### src/rtl/uart_rx_pkg.sv
// Shared types and helpers for the word-packing UART receiver.
package uart_rx_pkg;

    localparam int unsigned DATA_BITS = 8;

    typedef enum logic [2:0] {
        StIdle,
        StStart,
        StData,
        StParity,
        StStop,
        StWaitIdle
    } rx_state_e;

    function automatic int unsigned mid_count(input int unsigned clks_per_bit);
        return clks_per_bit / 2;
    endfunction

endpackage

### src/rtl/uart_rx_byte.sv
// Serial byte receiver: RxD synchroniser, frame FSM and LSB-first deserialiser.
// Even parity (8E1) is built in when UART_PARITY_EN is defined; otherwise 8N1.
module uart_rx_byte
    import uart_rx_pkg::*;
#(
    parameter int unsigned CLKS_PER_BIT = 64
) (
    input  logic       clk_i,
    input  logic       rst_i,
    input  logic       rx_i,
    output logic [7:0] byte_data_o,
    output logic       byte_valid_o,
    output logic       frame_err_o,
    output logic       idle_o
);

    localparam int unsigned CntW = $clog2(CLKS_PER_BIT);
    localparam logic [CntW-1:0] MidCnt  = CntW'(mid_count(CLKS_PER_BIT));
    localparam logic [CntW-1:0] LastCnt = CntW'(CLKS_PER_BIT - 1);
    localparam logic [2:0]      BitLast = 3'(DATA_BITS - 1);

    rx_state_e       state_q, state_d;
    logic [CntW-1:0] cnt_q, cnt_d;
    logic [2:0]      bit_q, bit_d;
    logic [7:0]      shift_q, shift_d;
    logic            rx_meta_q, rx_sync_q;

    always_ff @(posedge clk_i) begin
        if (rst_i) begin
            rx_meta_q <= 1'b1;
            rx_sync_q <= 1'b1;
            state_q   <= StIdle;
            cnt_q     <= '0;
            bit_q     <= '0;
            shift_q   <= '0;
        end else begin
            rx_meta_q <= rx_i;
            rx_sync_q <= rx_meta_q;
            state_q   <= state_d;
            cnt_q     <= cnt_d;
            bit_q     <= bit_d;
            shift_q   <= shift_d;
        end
    end

    // Every bit period is counted from its leading edge; sampling happens at MidCnt.
    always_comb begin
        state_d      = state_q;
        cnt_d        = cnt_q + 1'b1;
        bit_d        = bit_q;
        shift_d      = shift_q;
        byte_valid_o = 1'b0;
        frame_err_o  = 1'b0;
        unique case (state_q)
            StIdle: begin
                cnt_d = '0;
                bit_d = '0;
                if (!rx_sync_q) begin
                    state_d = StStart;
                end
            end
            StStart: begin
                if (cnt_q == MidCnt && rx_sync_q) begin
                    state_d = StIdle;
                    cnt_d   = '0;
                end else if (cnt_q == LastCnt) begin
                    state_d = StData;
                    cnt_d   = '0;
                end
            end
            StData: begin
                if (cnt_q == MidCnt) begin
                    shift_d = {rx_sync_q, shift_q[7:1]};
                end
                if (cnt_q == LastCnt) begin
                    cnt_d = '0;
                    if (bit_q == BitLast) begin
                        bit_d = '0;
`ifdef UART_PARITY_EN
                        state_d = StParity;
`else
                        state_d = StStop;
`endif
                    end else begin
                        bit_d = bit_q + 1'b1;
                    end
                end
            end
`ifdef UART_PARITY_EN
            StParity: begin
                if (cnt_q == MidCnt && ((^shift_q) != rx_sync_q)) begin
                    frame_err_o = 1'b1;
                    state_d     = StWaitIdle;
                    cnt_d       = '0;
                end else if (cnt_q == LastCnt) begin
                    state_d = StStop;
                    cnt_d   = '0;
                end
            end
`endif
            // Leave at the stop midpoint so a back-to-back start edge is not missed.
            StStop: begin
                if (cnt_q == MidCnt) begin
                    cnt_d = '0;
                    if (rx_sync_q) begin
                        byte_valid_o = 1'b1;
                        state_d      = StIdle;
                    end else begin
                        frame_err_o = 1'b1;
                        state_d     = StWaitIdle;
                    end
                end
            end
            StWaitIdle: begin
                cnt_d = '0;
                if (rx_sync_q) begin
                    state_d = StIdle;
                end
            end
            default: begin
                state_d = StIdle;
                cnt_d   = '0;
            end
        endcase
    end

    assign byte_data_o = shift_q;
    assign idle_o      = (state_q == StIdle);

endmodule

### src/rtl/uart_word_rx.sv
// UART receiver that packs BYTES_PER_WORD bytes into a word, with idle timeout resync.
// Define UART_PARITY_EN to receive 8E1 frames instead of 8N1.
module uart_word_rx
    import uart_rx_pkg::*;
#(
    parameter int unsigned CLKS_PER_BIT   = 64,
    parameter int unsigned BYTES_PER_WORD = 4,
    parameter bit          MSB_FIRST      = 1'b1,
    parameter int unsigned TIMEOUT_BITS   = 32
) (
    input  logic                        clk,
    input  logic                        rst,
    input  logic                        RxD,
    output logic [8*BYTES_PER_WORD-1:0] RxD_word_data,
    output logic                        RxD_word_data_ready,
    output logic                        RxD_frame_err,
    output logic                        RxD_busy
);

    localparam int unsigned WordW = 8 * BYTES_PER_WORD;
    localparam int unsigned IdxW  = 4;
    localparam logic [IdxW-1:0] IdxLast = IdxW'(BYTES_PER_WORD - 1);
    localparam logic [31:0]     TmoLast = 32'(TIMEOUT_BITS * CLKS_PER_BIT - 1);

    logic [7:0]       byte_data;
    logic             byte_valid;
    logic             byte_err;
    logic             rx_idle;

    logic [WordW-1:0] part_q, part_d;
    logic [WordW-1:0] word_q, word_d;
    logic [IdxW-1:0]  idx_q, idx_d;
    logic [IdxW-1:0]  slot;
    logic [31:0]      tmo_q, tmo_d;
    logic             ready_q, ready_d;
    logic             err_q, err_d;

    uart_rx_byte #(
        .CLKS_PER_BIT(CLKS_PER_BIT)
    ) u_byte (
        .clk_i       (clk),
        .rst_i       (rst),
        .rx_i        (RxD),
        .byte_data_o (byte_data),
        .byte_valid_o(byte_valid),
        .frame_err_o (byte_err),
        .idle_o      (rx_idle)
    );

    assign slot = MSB_FIRST ? (IdxLast - idx_q) : idx_q;

    always_ff @(posedge clk) begin
        if (rst) begin
            part_q  <= '0;
            word_q  <= '0;
            idx_q   <= '0;
            tmo_q   <= '0;
            ready_q <= 1'b0;
            err_q   <= 1'b0;
        end else begin
            part_q  <= part_d;
            word_q  <= word_d;
            idx_q   <= idx_d;
            tmo_q   <= tmo_d;
            ready_q <= ready_d;
            err_q   <= err_d;
        end
    end

    always_comb begin
        part_d  = part_q;
        word_d  = word_q;
        idx_d   = idx_q;
        tmo_d   = '0;
        ready_d = 1'b0;
        err_d   = 1'b0;
        if (byte_err) begin
            part_d = '0;
            idx_d  = '0;
            err_d  = 1'b1;
        end else if (byte_valid) begin
            part_d[{slot, 3'b000} +: 8] = byte_data;
            if (idx_q == IdxLast) begin
                word_d  = part_d;
                ready_d = 1'b1;
                part_d  = '0;
                idx_d   = '0;
            end else begin
                idx_d = idx_q + 1'b1;
            end
        end else if (TIMEOUT_BITS != 0 && idx_q != '0 && rx_idle) begin
            // A sender that stalls mid-word loses the partial word rather than misaligning the next one.
            if (tmo_q == TmoLast) begin
                part_d = '0;
                idx_d  = '0;
            end else begin
                tmo_d = tmo_q + 1'b1;
            end
        end
    end

    assign RxD_word_data       = word_q;
    assign RxD_word_data_ready = ready_q;
    assign RxD_frame_err       = err_q;
    assign RxD_busy            = !rx_idle || (idx_q != '0);

endmodule

### config.mk
export PLATFORM = sky130hd
export DESIGN_NAME = uart_word_rx
export DESIGN_NICKNAME = d
export VERILOG_FILES = /design/src/rtl/uart_rx_pkg.sv /design/src/rtl/uart_rx_byte.sv /design/src/rtl/uart_word_rx.sv
export SDC_FILE = /design/constraint.sdc
export NUM_CORES = 1
export LEC_CHECK = 0
export CAP_MARGIN = 15
export CORE_ASPECT_RATIO = 1.1
export CORE_MARGIN = 3
export CORE_UTILIZATION = 35
export DETAILED_ROUTE_END_ITERATION = 8
export PLACE_DENSITY = 0.56
export SLEW_MARGIN = 20
export SYNTH_ARGS = -nofsm -noshare
export SYNTH_HDL_FRONTEND = slang
export SYNTH_SLANG_ARGS = --single-unit
### constraint.sdc
create_clock -name clk -period 6.1 [get_ports clk]
set_input_delay 1.83 -clock clk [delete_from_list [all_inputs] [get_ports clk]]
set_output_delay 1.83 -clock clk [all_outputs]
set_load 0.01 [all_outputs]
Word level (Yosys, flattened, before mapping)
Index checks and enable logic that the tools add are counted.

storage, ports and cells
  input port bits = 3
  bits in read-only memories = 0
  bits in latches = 0
  memories = 0
  bits in writable memories = 0
  logic and storage cells = 88
  output and inout bits = 35
  bits in registers = 124

cells by class
  equality and inequality tests = 15
  shifts and indexed selects = 2
  muxes and demuxes = 33
  bitwise operators = 3
  div/mod/pow operators = 0
  $mul = 0
  add/sub/neg operators = 6
  magnitude comparators = 0
  reduce and logical (&&, ||, !) cells = 17

operators by type and width
  operator                                                                 count
  32-bit 2-to-1 mux                                                        4
  32-bit by 1-bit adder with 32-bit output, second input constant          1
  32-bit bitwise mux                                                       1
  32-bit by 11-bit equality test with 1-bit output, second input constant  1
  8-bit by 9-bit variable shift with 32-bit output, first input constant   1
  8-bit by 9-bit variable part select with 32-bit output                   1
  3-bit 2-to-1 mux                                                         10
  6-bit 2-to-1 mux                                                         3
  6-bit case mux with 3 select lines                                       1
  4-bit 2-to-1 mux                                                         4
  3-bit case mux with 5 select lines                                       1
  6-bit equality test, second input constant                               2
  3-bit equality test, second input constant                               3
  7-bit negator with 9-bit output                                          1
  1-bit 2-to-1 mux                                                         8
  2-bit by 1-bit inequality test with 1-bit output, second input constant  4
  6-bit by 1-bit adder with 6-bit output, second input constant            1
  3-bit case mux with 2 select lines                                       1
  2-bit AND reduction                                                      3
  6-bit AND reduction                                                      1
  2-bit nonzero test                                                       3
  5-bit OR reduction                                                       1
  4-bit by 1-bit adder with 4-bit output, second input constant            1
  4-bit by 2-bit equality test with 1-bit output, second input constant    1
  other kinds (15)                                                         18

Logic depth before layout (Yosys ltp)
Gate-level depths: netlist of run 1.

  depth after elaboration = 6
  mapped depth = 10
  gate-level depth less buffers = 8

Cells and area by module
A second synthesis of run 1 with hierarchy kept.

unflattened totals
  cells, all modules = 570
  area total of the unflattened synthesis = 5,368.9 sq um

by module, submodules not included
  module        area each (sq um)  cells each  sequential area each (sq um)  times used
  uart_word_rx  4,336.7            456         2,042.0                       1
  uart_rx_byte  1,032.2            114         440.4                         1

Least setup slack after synthesis of run 1
No wires, ideal clock.

  kind = input to register
  from = input port rst
  to = register part_q[25]
  path buffers = 2
  data required time = 6,023 ps
  setup time = 77 ps
  path slack = 3,163 ps
  arrival time = 2,860 ps
  stages on the path = 5
  cell sequence = clkbuf_1 a31oi_1 clkbuf_8 nand4_1 o22ai_1

between the ends
  cells in the longest elaborated chain, start to end = 1

RTL lines
  what                          line                text
  from (decl)                   uart_word_rx.sv:12  input logic rst,
  2-bit OR reduction (no line)  --
  to (signal assigned)          uart_word_rx.sv:61  part_q <= part_d;
  to (decl)                     uart_word_rx.sv:30  logic [WordW-1:0] part_q, part_d;

Every way passes these cells.
A chain may end at the register's enable or synchronous reset.

Final worst setup path of run 1
  from = register idx_q[0]
  to = output port RxD_busy

between the ends
  cells in the longest elaborated chain, start to end = 2

RTL lines
  what                    line                 text
  from (decl)             uart_word_rx.sv:32   logic [IdxW-1:0] idx_q, idx_d;
  from (signal assigned)  uart_word_rx.sv:63   idx_q <= idx_d;
  4-bit nonzero test      uart_word_rx.sv:105  assign RxD_busy = !rx_idle || (idx_q != '0);
  1-bit logical OR        uart_word_rx.sv:105
  to (decl)               uart_word_rx.sv:17   output logic RxD_busy

Every way passes these cells.

==> results of run 1 <==
sequential cells by signal, summed over array words and instances (netlist names):
signal / flops
RxD_frame_err: 1
RxD_word_data: 32
RxD_word_data_ready: 1
idx_q: 4
part_q: 32
tmo_q: 32
u_byte.bit_q: 3
u_byte.byte_data_o: 8
u_byte.cnt_q: 6
u_byte.rx_meta_q: 1
u_byte.rx_sync_q: 1
u_byte.state_q: 3
area by class of cell:
cell class	count	area share (%)
clock buffers	22	7.231
flip-flops and latches	124	38.67
inverters	12	0.7016
repair buffers	40	6.042
multi-input cells	428	40.71
clock inverters	10	2.904
well taps	192	3.742
where the power goes:
group	leakage, nW	switching [mW]	internal (mW)
logic	0.831	0.0157	0.00743
clock network	0.307	0.355	0.747
registers	0.999	0.00247	0.812
total	2.14	0.373	1.57
logic make-up (layout without fill, tap and decap cells):
| group | count (synthesis) | after routing | share of synthesized area (%) |
|---|---|---|---|
| buf+inv | 44 | 84 | 3.897 |
| mux | 24 | 24 | 4.558 |
| flops | 124 | 124 | 46.86 |
| simple gates | 257 | 257 | 23.29 |
| compound gates | 103 | 103 | 13.56 |
| fa+ha+maj | 8 | 8 | 1.890 |
| xor+xnor | 36 | 36 | 5.952 |
metal layers:
| metal | GRT usage (%) | vias up |
|---|---|---|
| met1 | 20.51 | 1960 |
| met4 | 4.862 | 0 |
| met5 | 0 | - |
| li1 | - | 2126 |
| met2 | 22.67 | 71 |
| met3 | 4.441 | 11 |
final timing paths:
check | from | to | slack (ps) | cells after the start
hold / removal | u_byte.rx_meta_q | u_byte.rx_sync_q | 410 | 1
hold reg to reg | u_byte.rx_meta_q | u_byte.rx_sync_q | 410 | 1
setup / recovery | idx_q[0] | RxD_busy | 2400 | 4
setup reg to reg | u_byte.cnt_q[0] | tmo_q[7] | 3290 | 7
placed cells by master, fill, tap and decap left out, drive strengths merged, types with 10 or more instances in the layout:
cell,n
mux2i,23
nor2,127
clkbuf,22
and3,12
a21oi,28
nand2,44
inv,13
a22oi,10
clkdlybuf4s50,36
xnor2,16
nor3,13
a211oi,33
o22ai,11
and2,10
nand3,17
xor2,20
dfxtp,124
critical path: cells and delay by family (launching register included):
family	cells	cell delay, ps
DFF	1	450
buffers and inverters	2	660
and+or+nand+nor	1	120
adders and majority gates	1	220
metrics by stage:
step	utilization [%]	area (µm²)	total power, mW
after floorplan	-	5298	0.8479
after detailed placement	39.46	5769	0.8546
after global routing	43.91	6420	2.007
after global placement	39.46	5769	0.8540
after CTS	43.91	6420	1.963
final	43.91	6420	1.939
==> metrics.csv, run 1 <==
metric,value,unit
post-synth-top-count-cell,sky130_fd_sc_hd__nor2_1,
max_stage_delay,550,ps
grt_start_max_net_pins,66,
gp_congestion,0.8195,
cts-hold-fix-buffers,0,
die_h,135.0,µm
clk_pin_slew_worst_paths,50,ps
timing.max_cap.violations,0,
synth_top_cells_by_count,"sky130_fd_sc_hd__nor2_1, sky130_fd_sc_hd__dfxtp_1, sky130_fd_sc_hd__nand2_1",
clock_skew,11.81,ps
crit_slowest_cell,sky130_fd_sc_hd__clkdlybuf4s50_1,
ctsHtreeMaxLevel,4,
cts-buffers-inserted,17,
vias,4168,
cp.arrival,1870,ps
rsz0062_at_grt,false,
route.detailed.wl_per_inst,13.86,µm
drive_above_1_share,8.648,%
timing_max_transition_violations_final,0,
clockBufferDepth,2,
timing.final.hold_violations,0,
ys_seq_elements,124,
synthDistinctLibCells,54,
synth-async-reset-ratio,0,%
seq_area_frac_synth,46.86,%
synthesis.nets,607,
die_wd,123.3,µm
global_route.usage.total,14.99,%
report.final.setup_viol,0,
synth_enable_flop_cells,0,
top_layer,met4,
synth.cell_area,5298,µm²
route.layer.met1.wl,5.564,mm
run_status,"complete, no violations",
critPathRequiredTime,4270,ps
cts_sinks,124,
ys.warnings.count,0,
min_period,3701,ps
global_route.overflow_total,0,
max-slew-margin-rel,36.89,%
pwr_density_cell,302.0,nW/µm²
dp_cells,796,
ys.flop_type,sky130_fd_sc_hd__dfxtp_1,
instances_no_fill,828,
timing.hold.ws,414.1,ps
antenna_violating_nets_post_route,0,
placement.setup.worst_slack,2054,ps
design.core.area,14620,µm²
worst_slack,2399,ps
initial_drc_count,160,
drt_pre_antenna_iters,4,
post_cts_buffers,0,
fmax,0.2702,GHz
max_slew.worst_pin.slew,942.2,ps
max-vdd-ir-drop,0.0001893,V
seq_area,2482,µm²
leakage,2.136,nW
netlist.top_cell.by_area,sky130_fd_sc_hd__dfxtp_1,
die_area,16650,µm²
post-route-drc-count,0,
synthesis.area_per_instance,8.889,µm²
syn_inst,596,
crit_path_cell_trace,inv_1 -> ha_1 -> nand3_1 -> clkdlybuf4s50_1,
clk_latency,420,ps
postRouteWirelength,11.48,mm
design.portCount,38,
synth.area.top_cells,"sky130_fd_sc_hd__dfxtp_1, sky130_fd_sc_hd__nor2_1, sky130_fd_sc_hd__a211oi_1",
timing.critical_path.from_type,flop,
ctsResizeCount,0,
finish.net_count,634,
grt_pass1_vias,4026,
multi_input_comb_area,2614,µm²
antenna_found_initial,0,
initial_utilization,36.24,%
fin_tns_setup,0,ps
fill_cells,1460,
worst_hold_path_type,flop to flop,
routed-wl-met2,5.292,mm
viasPerCell,5.034,
std_cell_rows,46,
worstSetupEndpointType,primary output,
routed-wl-met3,456,µm
dp.final_hpwl,7.892,mm
synth.top_cell.area_share,46.86,%
path_max_fanout,8,
placement.io_buffers,37,
grt_pass1_wl,19.98,mm
synthToLayoutAreaGrowth,21.19,%
antenna_cells_inserted,0,
clockRootBuffer,sky130_fd_sc_hd__clkbuf_16,
clock_tree_from_tritoncts,yes,
final.period_utilization,60.67,%
critPathKind,flop to primary output,
Note: power is estimated with default switching activity, not from simulation.
==> inputs of run 2 (changes only) <==
- clock period: 6.1 -> 3.7 ns (I/O delays scaled with it)
==> run 2 against run 1 <==
Register-to-register slack lost 2100 ps. Sequential power grew 65%. Via count shrank 0.41%. Power grew 60%. Core utilization shrank 0.094 points. First-iteration DRC count grew 49%. Flip-flop and latch count is the same. Worst hold slack gained 25 ps. Die area is the same. Sequential share of layout area grew 0.083 points. Highest routed layer unchanged.
==> metrics.csv, run 2 (synthesized netlist as in run 1, its figures left out) <==
metric,value,unit
run_status,"complete, no violations",
fin_tns_setup,0,ps
m2_gr_usage,23.93,%
critPathRequiredTime,2590,ps
crit_start,idx_q[0],
min_to,u_byte.rx_sync_q,
viasPerCell,5.007,
final_core_util,43.82,%
antenna_violating_nets_post_route,0,
initial_drc_count,239,
report.final.setup_viol,0,
antenna_found_initial,0,
layout_commonest_cell,sky130_fd_sc_hd__nor2_1,
placement.io_buffers,37,
clockRootBuffer,sky130_fd_sc_hd__clkbuf_16,
global_route.usage.total,14.62,%
drive_above_1_share,8.477,%
min_path_cells,1,
cts-buffers-inserted,17,
grt_start_max_net_pins,66,
pwr_density_cell,483.4,nW/µm²
die_h,135.0,µm
ctsResizeCount,0,
clk_pin_slew_worst_paths,50,ps
instances_no_fill,829,
die_wd,123.3,µm
post_cts_buffers,0,
clk_latency,410,ps
final.period_utilization,79.72,%
min_period,2950,ps
final_cell_mix,"sky130_fd_sc_hd__nor2_1, sky130_fd_sc_hd__dfxtp_1, sky130_fd_sc_hd__nand2_1",
std_cell_rows,46,
grt_most_used_layer,met2,
max-slew-margin-rel,41.90,%
cp.arrival,1840,ps
fmax,0.3390,GHz
postRouteWirelength,11.58,mm
timing.critical_path.from_type,flop,
timing_max_transition_violations_final,0,
rr_endpoint,part_q[14],
grt_pass1_vias,3960,
cts_sinks,124,
post-route-drc-count,0,
max_slew.worst_pin.slew,866.8,ps
dp_cells,798,
clock_skew,10.38,ps
path_max_fanout,8,
hp-start,u_byte.rx_meta_q,
gp_congestion,0.7929,
ctsHtreeMaxLevel,4,
vias,4151,
antenna_cells_inserted,0,
groute.layer.met3.usage,5.614,%
rsz0062_at_grt,false,
cts-hold-fix-buffers,0,
finish.net_count,636,
design.portCount,38,
die_area,16650,µm²
synthToLayoutAreaGrowth,20.93,%
timing.final.hold_violations,0,
regToRegStartpoint,idx_q[2],
r2r_slack,1180,ps
worstSetupEndpointType,primary output,
global_route.overflow_total,0,
r2r.worst_path.cells,7,
clockBufferDepth,2,
max-vdd-ir-drop,0.0002959,V
drt_pre_antenna_iters,6,
timing.hold.ws,439.2,ps
leakage,2.135,nW
initial_utilization,36.24,%
route.detailed.wl_per_inst,13.97,µm
critPathKind,flop to primary output,
dp.final_hpwl,7.974,mm
timing.max_cap.violations,0,
worst_hold_path_type,flop to flop,
grt_pass1_wl,19.13,mm
groute.layer.met1.usage,17.89,%
clock_tree_from_tritoncts,yes,
design.core.area,14620,µm²
## run 2: cell type report
| type | instances | area, µm² |
|---|---|---|
| Sequential cell | 124 | 2482 |
| Timing Repair Buffer | 42 | 415.4 |
| Multi-Input combinational cell | 428 | 2614 |
| Fill cell | 1456 | 8213 |
| Clock inverter | 7 | 137.6 |
| Tap cell | 192 | 240.2 |
| Inverter | 12 | 45.04 |
| Clock buffer | 24 | 471.7 |
## run 2: worst max path at each step
stage	endpoint	slack [ps]	cells past startpoint
finish	RxD_busy	750	4
global route	RxD_busy	630	3
CTS	RxD_busy	710	4
detailed placement	part_q[0]	1100	5
global placement	part_q[5]	1090	5
floorplan	part_q[25]	1480	5
## run 2: routing by layer
layer  wire length [µm]  vias to the layer above
met3                471                        9
met1               5494                     1947
met5                  0                        -
li1                   -                     2141
met2               5545                       54
met4                 71                        0
## run 2: metrics by stage
| stage | total power [mW] | setup WS, ps | cell area (µm²) |
|---|---|---|---|
| after detailed placement | 1.410 | 1100 | 5797 |
| after global placement | 1.409 | 1087 | 5797 |
| after CTS | 3.133 | 710.7 | 6406 |
| final | 3.097 | 750.3 | 6406 |
| after floorplan | 1.398 | 1483 | 5298 |
| after global routing | 3.217 | 633.5 | 6406 |
## run 2: power breakdown
group	switching [mW]	internal, mW
sequential	0.00402	1.34
clock	0.559	1.16
combinational	0.0263	0.0130
total	0.589	2.51
## run 2: critical path, stage by stage, from the launching register on
cell	delay (ps)
sky130_fd_sc_hd__dfxtp_1	440
sky130_fd_sc_hd__inv_1	120
sky130_fd_sc_hd__ha_1	220
sky130_fd_sc_hd__nand3_1	110
sky130_fd_sc_hd__clkdlybuf4s50_1	550
